**src/rtl/timer_display_pkg.sv**
```systemverilog
// Shared timer constants: FSM encodings, segment patterns, BCD helpers.
// Used by the countdown timer display and its seven-segment decoders.
package timer_display_pkg;

  localparam logic [1:0] ST_IDLE = 2'd0;
  localparam logic [1:0] ST_CONV = 2'd1;
  localparam logic [1:0] ST_LOAD = 2'd2;

  localparam logic [6:0] SEG_0   = 7'b1000000;
  localparam logic [6:0] SEG_1   = 7'b1111001;
  localparam logic [6:0] SEG_2   = 7'b0100100;
  localparam logic [6:0] SEG_3   = 7'b0110000;
  localparam logic [6:0] SEG_4   = 7'b0011001;
  localparam logic [6:0] SEG_5   = 7'b0010010;
  localparam logic [6:0] SEG_6   = 7'b0000010;
  localparam logic [6:0] SEG_7   = 7'b1111000;
  localparam logic [6:0] SEG_8   = 7'b0000000;
  localparam logic [6:0] SEG_9   = 7'b0010000;
  localparam logic [6:0] SEG_OFF = 7'b1111111;

  localparam logic [5:0] MAX_VAL    = 6'd59;
  localparam int         CONV_STEPS = 6;

  typedef struct packed {
    logic [3:0] tens;
    logic [3:0] ones;
  } bcd2_t;

  function automatic logic [5:0] clamp59(
    input logic [5:0] v
  );
    return (v > MAX_VAL) ? MAX_VAL : v;
  endfunction

  // One double-dabble step: add 3 to any digit >= 5,
  // then shift left pulling in the next binary bit.
  function automatic bcd2_t dabble_step(
    input bcd2_t bcd,
    input logic  bit_in
  );
    bcd2_t adj;
    adj = bcd;
    if (adj.ones >= 4'd5) adj.ones = adj.ones + 4'd3;
    if (adj.tens >= 4'd5) adj.tens = adj.tens + 4'd3;
    return bcd2_t'({adj[6:0], bit_in});
  endfunction

endpackage

```
**src/rtl/timer_display_seg7_decode.sv**
```systemverilog
// seg7_decode: 4-bit BCD digit to active-low {g,f,e,d,c,b,a} pattern.
// Ports: bcd (in, 4b), seg (out, 7b); codes 10-15 blank the digit.
module seg7_decode
  import timer_display_pkg::*;
(
  input  logic [3:0] bcd,
  output logic [6:0] seg
);

  always_comb begin
    seg = SEG_OFF;
    unique case (bcd)
      4'd0:    seg = SEG_0;
      4'd1:    seg = SEG_1;
      4'd2:    seg = SEG_2;
      4'd3:    seg = SEG_3;
      4'd4:    seg = SEG_4;
      4'd5:    seg = SEG_5;
      4'd6:    seg = SEG_6;
      4'd7:    seg = SEG_7;
      4'd8:    seg = SEG_8;
      4'd9:    seg = SEG_9;
      default: seg = SEG_OFF;
    endcase
  end

endmodule

```
**src/rtl/timer_display.sv**
```systemverilog
// MM:SS seven-segment driver: converts min/sec to BCD on change, blinks at end.
// Ports: clock, reset (sync, active-low), min_in, sec_in, timer_end, hex3..hex0, busy.
module timer_display
  import timer_display_pkg::*;
#(
  parameter int CLK_F    = 50000000,
  parameter int BLINK_HZ = 2
) (
  input  logic       clock,
  input  logic       reset,
  input  logic [5:0] min_in,
  input  logic [5:0] sec_in,
  input  logic       timer_end,
  output logic [6:0] hex3,
  output logic [6:0] hex2,
  output logic [6:0] hex1,
  output logic [6:0] hex0,
  output logic       busy
);

  localparam int HALF = CLK_F / (2 * BLINK_HZ);
  localparam int CW   = (HALF > 1) ? $clog2(HALF) : 1;
  localparam logic [CW-1:0] HALF_LAST = CW'(HALF - 1);
  localparam logic [2:0]    STEP_LAST = 3'(CONV_STEPS - 1);

  logic [1:0]    state_q,   state_d;
  logic [5:0]    sh_min_q,  sh_min_d;
  logic [5:0]    sh_sec_q,  sh_sec_d;
  logic [5:0]    bin_min_q, bin_min_d;
  logic [5:0]    bin_sec_q, bin_sec_d;
  bcd2_t         bcd_min_q, bcd_min_d;
  bcd2_t         bcd_sec_q, bcd_sec_d;
  logic [2:0]    step_q,    step_d;
  bcd2_t         dig_min_q, dig_min_d;
  bcd2_t         dig_sec_q, dig_sec_d;
  logic          busy_q,    busy_d;
  logic [CW-1:0] blink_q,   blink_d;
  logic          blank_q,   blank_d;

  logic          changed;
  logic          blank_on;
  logic [6:0]    seg3, seg2, seg1, seg0;

  assign changed = (min_in != sh_min_q) ||
                   (sec_in != sh_sec_q);

  always_comb begin
    state_d   = state_q;
    sh_min_d  = sh_min_q;
    sh_sec_d  = sh_sec_q;
    bin_min_d = bin_min_q;
    bin_sec_d = bin_sec_q;
    bcd_min_d = bcd_min_q;
    bcd_sec_d = bcd_sec_q;
    step_d    = step_q;
    dig_min_d = dig_min_q;
    dig_sec_d = dig_sec_q;
    unique case (state_q)
      ST_IDLE: begin
        if (changed) begin
          // Shadow keeps raw inputs so a change
          // between two clamped values still reconverts.
          state_d   = ST_CONV;
          sh_min_d  = min_in;
          sh_sec_d  = sec_in;
          bin_min_d = clamp59(min_in);
          bin_sec_d = clamp59(sec_in);
          bcd_min_d = '0;
          bcd_sec_d = '0;
          step_d    = '0;
        end
      end
      ST_CONV: begin
        bcd_min_d = dabble_step(bcd_min_q, bin_min_q[5]);
        bcd_sec_d = dabble_step(bcd_sec_q, bin_sec_q[5]);
        bin_min_d = bin_min_q << 1;
        bin_sec_d = bin_sec_q << 1;
        step_d    = step_q + 3'd1;
        if (step_q == STEP_LAST) state_d = ST_LOAD;
      end
      ST_LOAD: begin
        dig_min_d = bcd_min_q;
        dig_sec_d = bcd_sec_q;
        state_d   = ST_IDLE;
      end
      default: state_d = ST_IDLE;
    endcase
  end

  assign busy_d = (state_d != ST_IDLE);

  // Blink phase starts visible: the first toggle
  // comes only after a full half-period.
  always_comb begin
    blink_d = blink_q;
    blank_d = blank_q;
    if (!timer_end) begin
      blink_d = '0;
      blank_d = 1'b0;
    end else if (blink_q == HALF_LAST) begin
      blink_d = '0;
      blank_d = ~blank_q;
    end else begin
      blink_d = blink_q + 1'b1;
    end
  end

  always_ff @(posedge clock) begin
    if (!reset) begin
      state_q   <= ST_IDLE;
      sh_min_q  <= '0;
      sh_sec_q  <= '0;
      bin_min_q <= '0;
      bin_sec_q <= '0;
      bcd_min_q <= '0;
      bcd_sec_q <= '0;
      step_q    <= '0;
      dig_min_q <= '0;
      dig_sec_q <= '0;
      busy_q    <= 1'b0;
      blink_q   <= '0;
      blank_q   <= 1'b0;
    end else begin
      state_q   <= state_d;
      sh_min_q  <= sh_min_d;
      sh_sec_q  <= sh_sec_d;
      bin_min_q <= bin_min_d;
      bin_sec_q <= bin_sec_d;
      bcd_min_q <= bcd_min_d;
      bcd_sec_q <= bcd_sec_d;
      step_q    <= step_d;
      dig_min_q <= dig_min_d;
      dig_sec_q <= dig_sec_d;
      busy_q    <= busy_d;
      blink_q   <= blink_d;
      blank_q   <= blank_d;
    end
  end

  seg7_decode u_dec3 (.bcd(dig_min_q.tens), .seg(seg3));
  seg7_decode u_dec2 (.bcd(dig_min_q.ones), .seg(seg2));
  seg7_decode u_dec1 (.bcd(dig_sec_q.tens), .seg(seg1));
  seg7_decode u_dec0 (.bcd(dig_sec_q.ones), .seg(seg0));

  assign blank_on = timer_end & blank_q;

  assign hex3 = blank_on ? SEG_OFF : seg3;
  assign hex2 = blank_on ? SEG_OFF : seg2;
  assign hex1 = blank_on ? SEG_OFF : seg1;
  assign hex0 = blank_on ? SEG_OFF : seg0;
  assign busy = busy_q;

endmodule
```
**config.mk**
```make
export PLATFORM = sky130hd
export DESIGN_NAME = timer_display
export DESIGN_NICKNAME = d
export VERILOG_FILES = /design/src/rtl/timer_display_pkg.sv /design/src/rtl/timer_display_seg7_decode.sv /design/src/rtl/timer_display.sv
export SDC_FILE = /design/constraint.sdc
export NUM_CORES = 1
export LEC_CHECK = 0
export ABC_AREA = 1
export CAP_MARGIN = 0
export CORE_UTILIZATION = 52
export CTS_CLUSTER_DIAMETER = 150
export DETAILED_ROUTE_END_ITERATION = 7
export PLACE_DENSITY = 0.79
export SYNTH_ARGS = -nofsm -noshare
export SYNTH_HDL_FRONTEND = slang
export SYNTH_SLANG_ARGS = --single-unit
```
**constraint.sdc**
```tcl
create_clock -name clock -period 2.62 [get_ports clock]
set_input_delay 0.655 -clock clock [delete_from_list [all_inputs] [get_ports clock]]
set_output_delay 0.655 -clock clock [all_outputs]
set_load 0.02 [all_outputs]
```
# Word level (Yosys, flattened, before mapping)
# Memory sizes are Yosys's and may differ from the RTL's. A register that Yosys moved wholly into a read port is not among the register bits.
# Index checks and enable logic that the tools add are counted.
[totals] mem_count=4 elab_cells=82 rom_bits=448 regBits=87
[classes] n_reduce_logical=8 n_mux=30 eq_ne=7 n_bitwise=4 magnitude_cmp=6 n_addsub=6
[mem_list] name="(name not given)" words=16 width=7 read_ports=1 rd_ports_with_merged_regs=1 write_ports=0 line_no="timer_display_seg7_decode.sv:12" source="unique case (bcd)"
[mem_list] name="(name not given)" words=16 width=7 read_ports=1 rd_ports_with_merged_regs=1 write_ports=0 line_no="timer_display_seg7_decode.sv:12"
[mem_list] name="(name not given)" words=16 width=7 read_ports=1 rd_ports_with_merged_regs=1 write_ports=0 line_no="timer_display_seg7_decode.sv:12"
[mem_list] name="(name not given)" words=16 width=7 read_ports=1 rd_ports_with_merged_regs=1 write_ports=0 line_no="timer_display_seg7_decode.sv:12"
[op_table] op="$mux W4" count=10
[op_table] op="$pmux W8 S2" count=2
[op_table] op="$mux W7" count=4
[op_table] op="$add A24 B1 Y24 const B" count=1
[op_table] op="$eq A24 B24 Y1 const B" count=1
[op_table] op="$mux W6" count=4
[op_table] op="$pmux W6 S2" count=2
[op_table] op="$ge A4 B3 Y1 const B" count=4
[op_table] op="$gt A6 B6 Y1 const B" count=2
[op_table] op="$ne A6 B6 Y1" count=2
[op_table] op="$mux W3" count=3
[op_table] op="$add A4 B2 Y4 const B" count=2
[op_table] op="$mux W8" count=1
[op_table] op="$add A3 B2 Y3 const B" count=2
[op_table] op="$pmux W3 S2" count=1
[op_table] op="$reduce_and A2 Y1" count=3
[op_table] op="$mux W2" count=2
[op_table] op="$pmux W2 S2" count=1
[op_table] op="$reduce_bool A2 Y1" count=2
[op_table] op="$add A3 B1 Y3 const B" count=1
[op_table] op="$eq A3 B3 Y1 const B" count=1
[op_table] op="$not A1 Y1" count=3
[op_table] op="$reduce_or A3 Y1" count=1
[op_table] op="$eq A2 B1 Y1 const B" count=1
[op_table] op="other kinds (5)" count=5

# Longest topological paths before layout
[depth] word_depth=5 depth_mapped=11 mapped_depth_nobuf=10

# Hierarchy
# Synthesis repeated with hierarchy kept, for this count alone.
[unflattened] hier_cells=784 hier_area_um2=5240.0
[by_module_without_submodules] module="timer_display" n_inst=1 area_each_um2=4489.3 cells_each=644
[by_module_without_submodules] module="seg7_decode" n_inst=4 area_each_um2=187.7 cells_each=35

# Least setup slack after synthesis
# Ideal clock, no wire load.
[synth_path] path_type="input-to-reg" startpoint="input port reset" endpoint="register u_dec0.seg[0] (netlist name)" arrival_ps=1917 n_path_buf=2 stages=8 setup_slack_ps=574 setup_ps=129 cell_sequence="buf_4 inv_1 buf_4 nor3_2 inv_1 ha_1 o21ai_0 o21ai_0"
[synth_via] elab_chain_cells=1
[synth_lines] element="from (decl)" line_no="timer_display.sv:10" source="input logic reset,"
[synth_lines] element="$mux W4 (no line)"
# Every way passes these cells.
# A chain may end at the register's enable or synchronous reset.

# Worst setup path after layout
[layout_path] startpoint="input port timer_end" endpoint="output port hex2[1]"
[layout_via] elab_chain_cells=2
[layout_lines] element="from (decl)" line_no="timer_display.sv:13" source="input logic timer_end,"
[layout_lines] element="$and A1 B1 Y1" line_no="timer_display.sv:145" source="assign blank_on = timer_end & blank_q;"
[layout_lines] element="$mux W7" line_no="timer_display.sv:148" source="assign hex2 = blank_on ? SEG_OFF : seg2;"
[layout_lines] element="to (decl)" line_no="timer_display.sv:15" source="output logic [6:0] hex2,"
# Every way passes these cells.

==> flow_summary_export.csv <==
group,metric,value,unit
grt,antenna_found_initial,0,
layout,fin_util,0.643,
route,ant_nets,0,
synthesis,syn-cell-area,0.00591,mm²
place,place_ws,-0.0983,ns
setup_path,cpMostUsedCell,"nand2_1",
cts,numCtsBuffers,17,
sta,skew,0.00803,ns
power_and_ir_drop,p_leak,3.24,nW
setup_path,critPathMaxStageDelay,0.48,ns
setup_path,critical_path.slowest_cell,"clkdlybuf4s50_1",
power_and_ir_drop,switching_share,0.246,
synthesis,syn_avg_cell_area,7.16,µm²
synthesis,netlist_instances,826,
synthesis,syn_nets,872,
cts,cts_buffer_depth,2,
place,hpwl,7730,µm
sta,worst_slew_pin_slew,0.548,ns
power_and_ir_drop,ir_drop,487,µV
cts,cts_root_buf,"clkbuf_16",
layout,seq_area,0.00230,mm²
sta,period_share,0.935,
floorplan,die_x,109,µm
sta,finalSetupViolCount,0,
synthesis,ys_warn_count,0,
layout,num-nets-final,922,
floorplan,die_h,109,µm
setup_path,cp.arrival,1.79,ns
synthesis,async_flop_share,0,
layout,design_area,0.00706,mm²
setup_path,rr_worst_depth,9,
hold_path,hold_path_depth,1,
cts,htree_levels,4,
cts,cts_sinks,115,
route,wl_per_cell,11.3,µm
synthesis,synth-edff-count,0,
synthesis,synth_seq_cells,115,
setup_path,cp-end-kind,"primary output",
layout,fillers,968,
route,drtPass1Iterations,5,
floorplan,io_pins,44,
layout,final_common_cell,"nand2_1",
setup_path,required,1.97,ns
run,drv_cap,0,
floorplan,rows,38,
floorplan,core_area,0.0110,mm²
place,finalWeightedCongestion,0.949,
setup_path,path_cells,"clkdlybuf4s50_1, nand2_1, buf_12, nand2_1, dlygate4sd2_1",
synthesis,yosys-top-cells-area,"dfxtp_1, nand2_1, inv_1",
route,drc,0,
power_and_ir_drop,p_sw,0.00110,W
power_and_ir_drop,clock_power_share,0.498,
grt,grt_usage,0.218,
layout,drive_gt1_frac,0.105,
sta,final_max_slew_viol_count,0,
floorplan,dieArea,0.0118,mm²
synthesis,synth_cell_types,40,
place,placed_cell_area,0.00652,mm²
route,via_per_inst,4.99,
power_and_ir_drop,p_int,0.00337,W
place,io_buffers,43,
layout,multiInputGateArea,0.00296,mm²
setup_path,critPathMaxFanout,28,
setup_path,worstSetupPathType,"primary input to primary output",
route,drt_wl_total,11700,µm
layout,num_antenna_cells,0,
grt,grt_pass1_wl,20300,µm
sta,hold_viol_final,0,
power_and_ir_drop,powerDensity,634,mW/mm²
route,vias,5135,
sta,rsz0062_at_grt,"no",
sta,timing.fmax,408,MHz
cts,cts_tree,"yes",
route,first_iter_violations,213,
hold_path,hold_class,"register to register",
sta,fin_crit,2.45,ns
grt,overflow,0,
sta,worst_slack,0.171,ns
synthesis,synth_area_leader_cell,"dfxtp_1",
sta,relSlewSlack,0.634,
floorplan,start_util,0.539,
cts,clk_pin_slew,0.05,ns
setup_path,cp-start-kind,"primary input",
synthesis,ys_seq_area_frac,0.389,
grt,grt_pass1_vias,4641,
synthesis,synth_top_area_frac,0.389,
status,status,"finished, final reports clean",
power_and_ir_drop,pwr-share-comb,0.089,
layout,syn_to_final_growth,19.4,%
power_and_ir_drop,pwr-share-seq,0.413,
synthesis,synthFlopType,"dfxtp_1",
cts,clk_latency,0.42,ns
grt,grt_max_degree,40,
layout,mostFrequentLayoutCells,"nand2_1, inv_1, dfxtp_1",
==> layer usage <==
metal / share of wire / global-route usage
met5: 0 / 0
met1: 0.48 / 0.271
met4: 0.017 / 0.0753
met3: 0.048 / 0.0723
met2: 0.46 / 0.353
==> cell usage after synthesis, types with 8 or more instances <==
master    number
inv_1        120
dfxtp_1      115
inv_2          9
nand4_1       12
nor2_1       105
o21ai_1       11
nand2_2       12
buf_2          8
xnor2_1       12
nand2_1      146
nor3_1        14
o21ai_0       55
clkbuf_1       9
ha_1          31
a21oi_1       48
nand3_1       56
==> registers in the layout, summed over array words and instances, names as in the netlist <==
name	count
bcd_min_q	8
bcd_sec_q	8
bin_min_q	6
bin_sec_q	6
blank_q	1
blink_q	24
busy	1
dig_min_q	8
dig_sec_q	8
sh_min_q	6
sh_sec_q	6
state_q	2
step_q	3
u_dec0.seg	7
u_dec1.seg	7
u_dec2.seg	7
u_dec3.seg	7
==> power groups by stage <==
stage	clock network [W]	logic, W	registers [W]
after detailed placement	0	0.000390	0.00188
after floorplan	0	0.000290	0.00188
after global placement	0	0.000385	0.00188
final	0.00223	0.000397	0.00185
after CTS	0.00225	0.000397	0.00185
after global routing	0.00235	0.000456	0.00185
==> logic make-up (layout without fill, tap and decap cells) <==
group / count (synthesis) / after routing / share of synthesized area
xor+xnor: 16 / 16 / 0.0237
simple gates: 374 / 374 / 0.292
compound gates: 132 / 132 / 0.119
flops: 115 / 115 / 0.389
buf+inv: 158 / 221 / 0.110
fa+ha+maj: 31 / 31 / 0.0656
==> layout make-up <==
cell class	instances	area share
Clock buffer	18	0.0622
Clock inverter	14	0.0197
Inverter	129	0.0686
Multi-Input combinational cell	553	0.419
Sequential cell	115	0.326
Tap cell	140	0.0248
Timing Repair Buffer	60	0.0794
==> critical path, delay by kind of cell <==
kind	cells	cell delay [ns]
AND/OR/NAND/NOR	2	0.15
buffers and inverters	3	0.98
==> per-stage QoR <==
| step | instances | total power [W] | setup TNS, ns | hold slack, ns |
|---|---|---|---|---|
| global placement | 997 | 0.00227 | -1.81 | 0.433 |
| floorplan | 826 | 0.00217 | 0 | 0.418 |
| detailed placement | 997 | 0.00227 | -2.22 | 0.445 |
| finish | 1029 | 0.00447 | 0 | 0.450 |
| CTS | 1029 | 0.00450 | 0 | 0.453 |
| global route | 1029 | 0.00466 | 0 | 0.471 |
==> timing repair <==
item | 4_1_cts | 5_1_grt
resized for setup | 28 | 0
hold buffers | 0 | 0
setup endpoints to repair | 28 | 0
endpoints found under the hold margin | 0 | 0
buffers inserted | 0 | 0
==> worst paths after layout <==
path	from	endpoint	slack, ns
setup / recovery	timer_end	hex2[1]	0.17
hold / removal	blink_q[0]	blink_q[0]	0.45
setup reg to reg	state_q[0]	u_dec3.seg[6]	0.57
hold reg to reg	blink_q[0]	blink_q[0]	0.45
Note: power is estimated with default switching activity, not from simulation.
